[config.mk]
export PLATFORM = sky130hd
export DESIGN_NAME = dram_burst_arbiter
export DESIGN_NICKNAME = d
export VERILOG_FILES = /design/src/rtl/dram_burst_arbiter.sv
export SDC_FILE = /design/constraint.sdc
export NUM_CORES = 1
export LEC_CHECK = 0
export CAP_MARGIN = 10
export CORE_AREA = 2 2 248 250
export CTS_BUF_LIST = sky130_fd_sc_hd__clkbuf_4 sky130_fd_sc_hd__clkbuf_8 sky130_fd_sc_hd__clkbuf_16
export DETAILED_ROUTE_END_ITERATION = 6
export DIE_AREA = 0 0 250 252
export GPL_ROUTABILITY_DRIVEN = 0
export HOLD_SLACK_MARGIN = 0.03
export PLACE_DENSITY_LB_ADDON = 0.2
export SETUP_SLACK_MARGIN = 0.2
export SKIP_LAST_GASP = 1
export SLEW_MARGIN = 20
export SYNTH_ARGS = -nofsm -noshare
export SYNTH_HDL_FRONTEND = slang
export SYNTH_SLANG_ARGS = --single-unit
[constraint.sdc]
create_clock -name clk -period 1.86 [get_ports clk]
set_clock_uncertainty 0.15 [all_clocks]
set_input_delay 0.372 -clock clk [delete_from_list [all_inputs] [get_ports clk]]
set_output_delay 0.372 -clock clk [all_outputs]
set_load 0.05 [all_outputs]
[src/rtl/dram_burst_arbiter.sv]
// Round-robin arbiter granting whole DRAM bursts to NUM_REQ requesters in front of dram.sv.
// Optional watchdog and burst-length checking are enabled by defining ARB_WATCHDOG_EN.
module dram_burst_arbiter #(
    parameter int NUM_REQ   = 4,
    parameter int ADDR_W    = 32,
    parameter int DATA_W    = 64,
    parameter int BURST_LEN = 4,
    parameter int TIMEOUT   = 1024
) (
    input  logic                        clk,
    input  logic                        rst,
    input  logic [NUM_REQ-1:0]          req,
    input  logic [NUM_REQ-1:0]          req_we,
    input  logic [NUM_REQ*ADDR_W-1:0]   req_addr,
    input  logic [NUM_REQ*DATA_W-1:0]   req_wdata,
    output logic [NUM_REQ-1:0]          gnt,
    output logic [NUM_REQ-1:0]          beat_valid,
    output logic [NUM_REQ-1:0]          done,
    output logic [DATA_W-1:0]           rdata_out,
    output logic                        err,
    output logic [ADDR_W-1:0]           addr,
    output logic                        read_en,
    output logic                        write_en,
    output logic [DATA_W-1:0]           wdata,
    input  logic                        dram_ready,
    input  logic                        dram_complete,
    input  logic [DATA_W-1:0]           rdata,
    input  logic                        valid
);

    localparam int IDX_W = (NUM_REQ > 1) ? $clog2(NUM_REQ) : 1;
    localparam int CNT_W = $clog2(BURST_LEN + 1);
    localparam int unsigned NREQ_U = NUM_REQ;

    typedef enum logic [1:0] {S_IDLE, S_ISSUE, S_BURST} state_t;

    state_t             r_state, w_state_nxt;
    logic [NUM_REQ-1:0] r_gnt, w_gnt_nxt;
    logic [IDX_W-1:0]   r_gidx, w_gidx_nxt;
    logic [IDX_W-1:0]   r_rr_ptr, w_rr_nxt;
    logic [ADDR_W-1:0]  r_addr, w_addr_nxt;
    logic               r_we, w_we_nxt;
    logic [CNT_W-1:0]   r_beat_cnt, w_beat_nxt;

    logic               w_found;
    logic [IDX_W-1:0]   w_pick;
    int unsigned        w_cand;
    logic [IDX_W-1:0]   w_rr_after;
    logic               w_wd_expire;
    logic               w_len_err;

    // First set request at or after the round-robin pointer, wrapping.
    always_comb begin
        w_found = 1'b0;
        w_pick  = '0;
        w_cand  = 0;
        for (int unsigned i = 0; i < NREQ_U; i++) begin
            w_cand = (int'(r_rr_ptr) + i) % NREQ_U;
            if (!w_found && req[w_cand[IDX_W-1:0]]) begin
                w_found = 1'b1;
                w_pick  = w_cand[IDX_W-1:0];
            end
        end
    end

    assign w_rr_after = (r_gidx == IDX_W'(NUM_REQ - 1)) ? '0 : r_gidx + IDX_W'(1);

`ifdef ARB_WATCHDOG_EN
    localparam int WD_W = $clog2(TIMEOUT + 1);
    logic [WD_W-1:0] r_wd_cnt;

    // Cleared while idle, so it starts from zero on the first ISSUE cycle.
    always_ff @(posedge clk) begin
        if (rst || r_state == S_IDLE) r_wd_cnt <= '0;
        else                          r_wd_cnt <= r_wd_cnt + WD_W'(1);
    end

    assign w_wd_expire = (r_state != S_IDLE) && (r_wd_cnt == WD_W'(TIMEOUT - 1));
    assign w_len_err   = ((CNT_W+1)'(r_beat_cnt) + (CNT_W+1)'(valid)) != (CNT_W+1)'(BURST_LEN);
`else
    // Without the watchdog TIMEOUT has no effect; the comparison is constant false.
    assign w_wd_expire = (TIMEOUT < 0);
    assign w_len_err   = 1'b0;
`endif

    always_ff @(posedge clk) begin
        if (rst) begin
            r_state    <= S_IDLE;
            r_gnt      <= '0;
            r_gidx     <= '0;
            r_rr_ptr   <= '0;
            r_addr     <= '0;
            r_we       <= 1'b0;
            r_beat_cnt <= '0;
        end else begin
            r_state    <= w_state_nxt;
            r_gnt      <= w_gnt_nxt;
            r_gidx     <= w_gidx_nxt;
            r_rr_ptr   <= w_rr_nxt;
            r_addr     <= w_addr_nxt;
            r_we       <= w_we_nxt;
            r_beat_cnt <= w_beat_nxt;
        end
    end

    always_comb begin
        w_state_nxt = r_state;
        w_gnt_nxt   = r_gnt;
        w_gidx_nxt  = r_gidx;
        w_rr_nxt    = r_rr_ptr;
        w_addr_nxt  = r_addr;
        w_we_nxt    = r_we;
        w_beat_nxt  = r_beat_cnt;
        beat_valid  = '0;
        done        = '0;
        rdata_out   = '0;
        err         = 1'b0;
        read_en     = 1'b0;
        write_en    = 1'b0;
        wdata       = '0;

        unique case (r_state)
            S_IDLE: begin
                if (w_found) begin
                    w_gnt_nxt         = '0;
                    w_gnt_nxt[w_pick] = 1'b1;
                    w_gidx_nxt        = w_pick;
                    w_addr_nxt        = req_addr[w_pick*ADDR_W +: ADDR_W];
                    w_we_nxt          = req_we[w_pick];
                    w_state_nxt       = S_ISSUE;
                end
            end
            S_ISSUE: begin
                if (w_wd_expire) begin
                    done = r_gnt;
                    err  = 1'b1;
                end else begin
                    read_en  = ~r_we;
                    write_en = r_we;
                    if (dram_ready) w_state_nxt = S_BURST;
                end
            end
            S_BURST: begin
                beat_valid = valid ? r_gnt : '0;
                rdata_out  = rdata;
                wdata      = req_wdata[r_gidx*DATA_W +: DATA_W];
                if (valid) w_beat_nxt = r_beat_cnt + CNT_W'(1);
                if (dram_complete) begin
                    done = r_gnt;
                    err  = w_len_err;
                end else if (w_wd_expire) begin
                    done = r_gnt;
                    err  = 1'b1;
                end
            end
            default: w_state_nxt = S_IDLE;
        endcase

        // Any burst termination (complete or watchdog) releases the grant.
        if (done != '0) begin
            w_state_nxt = S_IDLE;
            w_gnt_nxt   = '0;
            w_beat_nxt  = '0;
            w_addr_nxt  = '0;
            w_we_nxt    = 1'b0;
            w_rr_nxt    = w_rr_after;
        end
    end

    assign gnt  = r_gnt;
    assign addr = r_addr;

endmodule
After elaboration in Yosys (flattened, before gate mapping)

Cells that the tools add are included.

Memories: 0
Input port bits: 461
ROM bits: 0
RAM bits: 0
Register bits: 43
Output and inout port bits: 175
Bits in latches: 0

Bitwise logic cells: 2
Eq/ne operators: 5
Shift-type cells: 2
Multipliers: 0
Order comparisons: 6
Div/mod/pow operators: 0
Mux-type cells: 32
Reduce and logical (&&, ||, !) cells: 12
Add/subtract/negate cells: 4

Operator list:

| kind                                                                                 | count |
|---|---|
| 256-bit by 9-bit variable part select with 64-bit output                             | 1 |
| 64-bit two-way mux                                                                   | 2 |
| 128-bit by 8-bit variable part select with 32-bit output                             | 1 |
| 4-bit two-way mux                                                                    | 4 |
| 2-bit by 3-bit less-than comparator with 1-bit output (second input constant)        | 5 |
| 2-bit two-way mux                                                                    | 7 |
| 1-bit two-way mux                                                                    | 12 |
| 1-bit binary-select mux with 2-bit select                                            | 5 |
| 2-bit one-hot mux with 3 select lines                                                | 1 |
| 2-bit by 1-bit adder with 2-bit output (second input constant)                       | 2 |
| 2-bit adder (second input constant)                                                  | 2 |
| 2-bit == test (second input constant)                                                | 2 |
| 1-bit logical AND                                                                    | 4 |
| 2-bit inequality test (second input constant)                                        | 2 |
| 4-bit nonzero test                                                                   | 1 |
| 1-bit logical NOT                                                                    | 3 |
| 3-bit AND reduction                                                                  | 1 |
| 1-bit demux with 2-bit select                                                        | 1 |
| 2-bit by 1-bit == test with 1-bit output (second input constant)                     | 1 |
| 2-bit by 1-bit greater-or-equal comparator with 1-bit output (second input constant) | 1 |
| 2-bit logical NOT                                                                    | 1 |
| 1-bit NOT                                                                            | 2 |
| 2-bit AND reduction                                                                  | 1 |
| 2-bit OR reduction                                                                   | 1 |

Logic depth before layout (Yosys ltp)

Gate-level depths: netlist of the first run.

Depth after elaboration: 16
Mapped depth: 8

Least setup slack after synthesis of the first run

Ideal clock, no wire load.

Path kind: reg-to-output
From: reg r_gidx[0]
To: out wdata[25]
Cell stages (with the launch flop): 5
Buffers on the path: 2
Setup slack: -0.342 ns
Arrival: 1.680 ns
Path through: dfxtp_1 -> buf_4 -> buf_2 -> mux4_2 -> and2_1

Longest elaborated chain between the ends: 2

Ends and longest elaborated chain:

| item                                                     | line | RTL |
|---|---|---|
| start, declared                                          | 39   | `logic [IDX_W-1:0] r_gidx, w_gidx_nxt;` |
| start signal, assigned                                   | 98   | `r_gidx <= w_gidx_nxt;` |
| 256-bit by 9-bit variable part select with 64-bit output | 146  | `wdata = req_wdata[r_gidx*DATA_W +: DATA_W];` |
| 64-bit two-way mux                                       | 122  | `unique case (r_state)` |
| end, declared                                            | 24   | `output logic [DATA_W-1:0] wdata,` |

Every way passes these cells.

Worst setup path in the final report of the first run

From: reg r_gidx[0]
To: out wdata[54]

Same word-level chain as after synthesis.

==> summary.txt, run 1 <==
STA
  – PnR worst setup slack: -0.544 ns
  – Tcrit/Tclk final: 129%
  – Final worst path period need: 2.40 ns
  – Max transition margin: 66.9%
  – Fin. Hold Viols: 0
  – Slew @ Worst Pin: 0.492 ns
  – Unrepaired setup endpoints after global routing: yes
  – Fmax: 0.416 GHz
  – Endpoints failing setup: 170
  – Max-slew violations: 0

Setup path
  – CP Launch Type: register
  – Slowest CP cell: mux4_2
  – Buf/Inv on CP: 3
  – Worst r2r path cells: 10
  – Worst reg-to-reg setup slack: -0.12 ns
  – Crit path max-delay family: multiplexers
  – Reg2reg end: addr[8]
  – Cell mode on critical path: buf_12
  – Top fanout value on the critical path: 6
  – Critical Path RT: 1.34 ns
  – Setup Crit Path Kind: register to primary output
  – Max incr delay on CP: 0.55 ns
  – Critical Path End Type: primary output
  – FF-to-FF Start: r_state[1]
  – Crit-path cells: buf_12 > buf_8 > mux4_2 > and2_4 > buf_12
  – CP arrival: 1.88 ns

Synthesis
  – Syn Inst Count: 500
  – Yosys cell types: 40
  – Top post-synthesis cells by area: mux4_2 (29%), dfxtp_1 (17%), and2_1 (16%)
  – Syn_nets: 962
  – Warnings, synthesis: 0
  – Post-Syn Area: 4950 um2
  – Synth area leader: mux4_2
  – #FFs+latches synth: 43
  – Syn Area/Cell: 9.89 um2
  – Yosys top cell area share: 29.1%
  – Sequential fraction of the synthesis area: 17.4%

Routing
  – DR pass1 iterations: 7
  – Routed vias/inst: 3.73
  – DRC: 5
  – Drt wl/cell: 24.4 um
  – Initial DRC Count: 345
  – Vias: 7405
  – Detail Route Antenna Nets: 0
  – Routed Wire Length: 48.6 mm

CTS
  – Worst skew pair latency: 0.31 ns
  – TritonCTS clock tree: done
  – # hold bufs at CTS: 0
  – Clock Pin Slew Worst Setup and Hold Paths: 0.07 ns
  – Clock sinks: 43
  – Clock Path Buffers: 2
  – Clk Tree Root Cell: clkbuf_16
  – Cts bufs inserted: 5
  – H-tree depth: 2

Global routing
  – Largest net degree at the start of global routing: 30
  – Number of global-route vias before repair: 7919
  – First-pass GRT wire length: 65.1 mm
  – Initial antenna violation count: 19
  – GRT Overall Usage: 14.6%
  – Overflow after GRT: 0

Final layout
  – Final Net Count: 1656
  – Post-route cell area: 15500 um2
  – Final cell count without fillers: 1986
  – Leading cell type in the layout, fill and taps excluded: clkdlybuf4s50_1
  – Most frequent cells in the layout: clkdlybuf4s50_1 (456), and2_4 (129), buf_12 (128), buf_4 (78), mux4_2 (64)
  – Fraction of layout cells with a size suffix above 1: 47.3%
  – Area growth, synth to finish: 213%

Worst hold path
  – HP Class: register to register
  – HP Start: gnt[3]
  – Worst Hold Path Cells: 2
  – Hold endpoint: gnt[3]

Placement
  – Dpl cell area: 13600 um2
  – DP Wirelength: 39.1 mm
  – PortBufs: 634
  – DP Cell Count: 1920
  – Setup WS pre-CTS: -0.582 ns

Floorplan
  – # IOs: 636
  – Area of the core: 60100 um2
  – DIE AREA: 63000 um2
  – Starting Density: 8.23%
  – Num rows: 90
  – Overall die width: 250 um
  – Die height: 252 um

Run
  – Max-Cap Viols: 0

Outcome
  – Run status: complete, but fails checks
  – Failing checks: design-rule violations, negative setup slack

Power and ir drop
  – Peak supply drop: 0.000414 V
  – Power Density: 453 nW/um2
  – Static leakage: 0.00580 uW
[synth_stat cells (all sizes together)]
master	count
nand2	10
nor4	1
conb	1
o211a	1
a211oi	33
nand2b	1
o2bb2ai	1
or2	1
clkbuf	21
nor3	3
ha	1
and3	8
a21oi	42
a211o	1
clkinv	1
mux2i	2
a222oi	33
o22a	1
o21ai	2
o2111ai	1
nor2b	6
nor2	47
dfxtp	43
inv	1
o221ai	1
o221a	1
mux4	64
buf	39
a21boi	2
a22oi	1
and2	129
o31a	1
[where the power goes]
part	internal, uW	switching [uW]	leakage [uW]	total [uW]
clock network	771	442	0.0000901	1210
registers	1050	98.5	0.000361	1150
logic	2570	2090	0.00535	4660
[routing by layer]
| layer | routed length, um | global-route usage (%) | part of all wire (%) | vias up |
|---|---|---|---|---|
| li1 | - | - | - | 3331 |
| met4 | 1270 | 3.54 | 2.6 | 4 |
| met1 | 16500 | 15.0 | 34 | 3577 |
| met3 | 4370 | 4.69 | 9.0 | 50 |
| met5 | 27 | 0 | 0.056 | - |
| met2 | 26400 | 28.4 | 54 | 443 |
[cell type report]
class / count / area [um2]
Inverter: 2 / 12.5
Fill cell: 6368 / 44600
Sequential cell: 43 / 883
Antenna cell: 9 / 22.5
Tap cell: 782 / 978
Clock buffer: 5 / 125
Clock inverter: 3 / 67.6
Multi-Input combinational cell: 395 / 4200
Timing Repair Buffer: 747 / 9200
[through the flow]
stage          utilization (%)  total power, uW  setup TNS [ns]  hold WS, ns
2_1_floorplan                -             3160          -0.958        0.281
3_3_place_gp              22.7             5230          -40.27        0.334
3_5_place_dp              22.7             5230          -40.44        0.335
4_1_cts                   25.2             7040          -58.13        0.353
5_1_grt                   25.7             7320          -62.24        0.383
6_report                  25.8             7020          -50.45        0.354
[how the worst max path moves through the flow]
stage / from / end / slack [ns] / depth (start not counted)
final: r_gidx[0] / wdata[54] / -0.54 / 5
after CTS: r_gidx[0] / wdata[0] / -0.59 / 5
after global placement: req[0] / addr[4] / -0.50 / 7
after global routing: r_gidx[0] / wdata[4] / -0.60 / 5
after floorplan: r_gidx[0] / wdata[25] / -0.03 / 4
after detailed placement: req[0] / r_we / -0.58 / 6
[repair_timing]
item / CTS / global route
pin swaps: 81 / 54
cloned: 19 / 2
setup endpoints to repair: 181 / 181
resized for setup: 153 / 58
buffers inserted: 24 / 4
[cells by family after synthesis]
kind of cell / synth area share, %
AO/OA/AOI/OAI: 21.5
adder cells (fa/ha/maj): 0.253
buffers and inverters: 7.92
flip-flops: 17.4
multiplexers: 29.5
other: 0.0758
AND/OR/NAND/NOR: 23.3
[worst reg2reg max path, cell delays in order (launching register included)]
cell and delay, ns:
dfxtp_2 0.32, nor2b_4 0.12, buf_12 0.14, buf_16 0.16, buf_6 0.13, nand2_4 0.06, nor2_4 0.05, or2_4 0.34
buf_12 0.16, buf_16 0.13, a211oi_2 0.14
[registers in the layout, indices dropped and copies added, names as in the netlist]
register  flops
addr         32
gnt           4
r_gidx        2
r_rr_ptr      2
r_state       2
r_we          1
(Power assumes the default switching activity.)
==> inputs of run 2 (changes only) <==
--- a/config.mk
+++ b/config.mk
@@ -19,3 +19,4 @@
 export SYNTH_ARGS = -nofsm -noshare
 export SYNTH_HDL_FRONTEND = slang
 export SYNTH_SLANG_ARGS = --single-unit
+export TNS_END_PERCENT = 1
==> run 2 against run 1 <==
  * The run ends with negative setup slack left
  * Via count fell by 4.3%
  * Clock power shrank 18%
  * Fmax shrank 3.3%
  * Sequential power about the same
  * Highest routed layer unchanged
==> summary.txt, run 2 (synthesis results as in run 1) <==
Run
  – Max-Cap Viols: 0 (unchanged)

CTS
  – TritonCTS clock tree: done
  – H-tree depth: 2 (unchanged)
  – Clock Path Buffers: 2 (unchanged)
  – # hold bufs at CTS: 0 (unchanged)
  – Worst skew pair latency: 0.31 ns (about the same)
  – Clock Pin Slew Worst Setup and Hold Paths: 0.08 ns (about the same)
  – Clock sinks: 43 (unchanged)
  – Clk Tree Root Cell: clkbuf_16
  – Cts bufs inserted: 5 (unchanged)

Routing
  – Routed vias/inst: 3.64 (-2.3%)
  – DR pass1 iterations: 5 (-2)
  – Drt wl/cell: 22.2 um (-9.0%)
  – DRC: 0 (-5)
  – Vias: 7088 (-4.3%)
  – Met3 WL: 3.53 mm (-19%)
  – Met2 WL: 22.5 mm (-15%)
  – WL met1: 16.1 mm (-2.5%)
  – Initial DRC Count: 388 (+12%)
  – Detail Route Antenna Nets: 0 (unchanged)
  – Max layer used: met5
  – Routed Wire Length: 43.3 mm (-11%)

Floorplan
  – Overall die width: 250 um (unchanged)
  – Area of the core: 60100 um2 (unchanged)
  – Die height: 252 um (unchanged)
  – Num rows: 90 (unchanged)
  – Starting Density: 8.23% (unchanged)
  – # IOs: 636 (unchanged)
  – DIE AREA: 63000 um2 (unchanged)

Final layout
  – Max FFs per register: 32 (unchanged)
  – # fillers: 6479 (+1.7%)
  – Leading cell type in the layout, fill and taps excluded: clkdlybuf4s50_1
  – Most frequent cells in the layout: clkdlybuf4s50_1 (460), buf_12 (117), buf_4 (101), and2_2 (80), mux4_2 (64)
  – Post-route cell area: 14200 um2 (-8.6%)
  – Fraction of layout cells with a size suffix above 1: 42.3% (-5.0 points)
  – Area of the multi-input gates: 3940 um2 (-6.2%)
  – Register area: 868 um2 (-1.7%)
  – Final Net Count: 1617 (-2.4%)
  – Area growth, synth to finish: 186%
  – Final cell count without fillers: 1945 (-2.1%)

Setup path
  – Top fanout value on the critical path: 8 (+2)
  – Setup Crit Path Kind: register to primary output
  – Critical Path End Type: primary output
  – Critical Path RT: 1.34 ns (about the same)
  – CP Launch Type: register
  – CP arrival: 1.96 ns (+0.08 ns)

Global routing
  – Overflow after GRT: 0 (unchanged)
  – GRT Overall Usage: 12.8% (-1.8 points)
  – First-pass GRT wire length: 57.9 mm (-11%)
  – Initial antenna violation count: 13 (-6)
  – Number of global-route vias before repair: 7493 (-5.4%)
  – Largest net degree at the start of global routing: 33 (+10%)

STA
  – Final worst path period need: 2.49 ns (+0.0825 ns)
  – PnR worst setup slack: -0.626 ns (-0.0825 ns)
  – Unrepaired setup endpoints after global routing: yes
  – Fin. Hold Viols: 0 (unchanged)
  – Total negative setup slack: -56.16 ns (-5.72 ns)
  – Fmax: 0.402 GHz (-3.3%)
  – Tcrit/Tclk final: 134% (+4.4 points)
  – Endpoints failing setup: 175 (+2.9%)
  – Max-slew violations: 0 (unchanged)

Outcome
  – Run status: complete, but fails checks
  – Failing checks: negative setup slack

Power and ir drop
  – Static leakage: 0.00527 uW (-9.0%)
  – Power Density: 448 nW/um2 (-1.2%)
  – Peak supply drop: 0.000321 V (-22%)

Placement
  – DP Cell Count: 1916 (-0.21%)
  – PortBufs: 634 (unchanged)
  – DP Wirelength: 36.5 mm (-6.6%)
  – Dpl cell area: 13500 um2 (-0.71%)

Worst hold path
  – HP Class: register to register
[run 2: changes by cell type in the layout (fill, tap and decap cells not counted), sizes merged]
| cell | previous run | this run |
|---|---|---|
| bufbuf | 2 | 0 |
| bufinv | 2 | 0 |
| inv | 1 | 2 |
| diode | 9 | 7 |
| dlygate4sd2 | 2 | 0 |
| clkdlybuf4s15 | 1 | 0 |
| clkdlybuf4s50 | 456 | 460 |
| clkinvlp | 1 | 2 |
| clkbuf | 8 | 5 |
| buf | 283 | 248 |
[run 2: worst paths after layout]
path,from,to,slack [ns],cells after the start
max,r_gidx[0],wdata[14],-0.63,6
min,addr[2],addr[2],0.36,2
max reg2reg,r_state[1],gnt[0],-0.11,7
min reg2reg,addr[2],addr[2],0.36,2
[run 2: per-layer routing]
layer / up-vias / GRT usage (%)
li1: 3232 / -
met1: 3438 / 14.0
met2: 383 / 23.4
met3: 33 / 3.81
met4: 2 / 4.53
met5: - / 0
[run 2: report_power, final]
group	total [uW]	switching, uW	internal (uW)	leakage [uW]
sequential	1130	87.5	1040	0.000358
combinational	4220	1970	2250	0.00485
clock	987	482	505	0.0000665
[run 2: worst max-delay path: stages (launching register included)]
cell     delay, ns
dfxtp_4       0.38
buf_12        0.12
buf_12        0.14
buf_12        0.14
mux4_2        0.55
and2_4        0.17
buf_8         0.14
[run 2: metrics by stage]
step / power [uW] / hold WS, ns / util, % / setup slack (ns)
after detailed placement: 5210 / 0.354 / 22.5 / -0.496
after CTS: 6460 / 0.367 / 23.5 / -0.668
final: 6340 / 0.361 / 23.5 / -0.626
after floorplan: 3090 / 0.281 / - / -0.0268
after global placement: 5210 / 0.344 / 22.5 / -0.495
after global routing: 6610 / 0.381 / 23.5 / -0.688
[run 2: what timing repair did]
| action | CTS | global route |
|---|---|---|
| pin swaps | 12 | 1 |
| gates cloned | 5 | 0 |
| buffers inserted | 9 | 0 |
| resized for setup | 58 | 0 |
| setup endpoints to repair | 181 | 181 |
[run 2: cell type report]
type                            count  area share, %
Antenna cell                        7          0.124
Clock buffer                        5          0.884
Clock inverter                      3          0.168
Inverter                            2         0.0619
Multi-Input combinational cell    395           27.8
Sequential cell                    43           6.14
Tap cell                          782           6.91
Timing Repair Buffer              708           57.9
==> inputs of run 3 (changes only) <==
--- a/config.mk
+++ b/config.mk
@@ -8,6 +8,7 @@
 export CAP_MARGIN = 10
 export CORE_AREA = 2 2 248 250
 export CTS_BUF_LIST = sky130_fd_sc_hd__clkbuf_4 sky130_fd_sc_hd__clkbuf_8 sky130_fd_sc_hd__clkbuf_16
+export CTS_CLUSTER_DIAMETER = 80
 export DETAILED_ROUTE_END_ITERATION = 6
 export DIE_AREA = 0 0 250 252
 export GPL_ROUTABILITY_DRIVEN = 0
==> results of run 3 <==
Same layout as run 2: the final DEF is identical, and so are final timing and power.
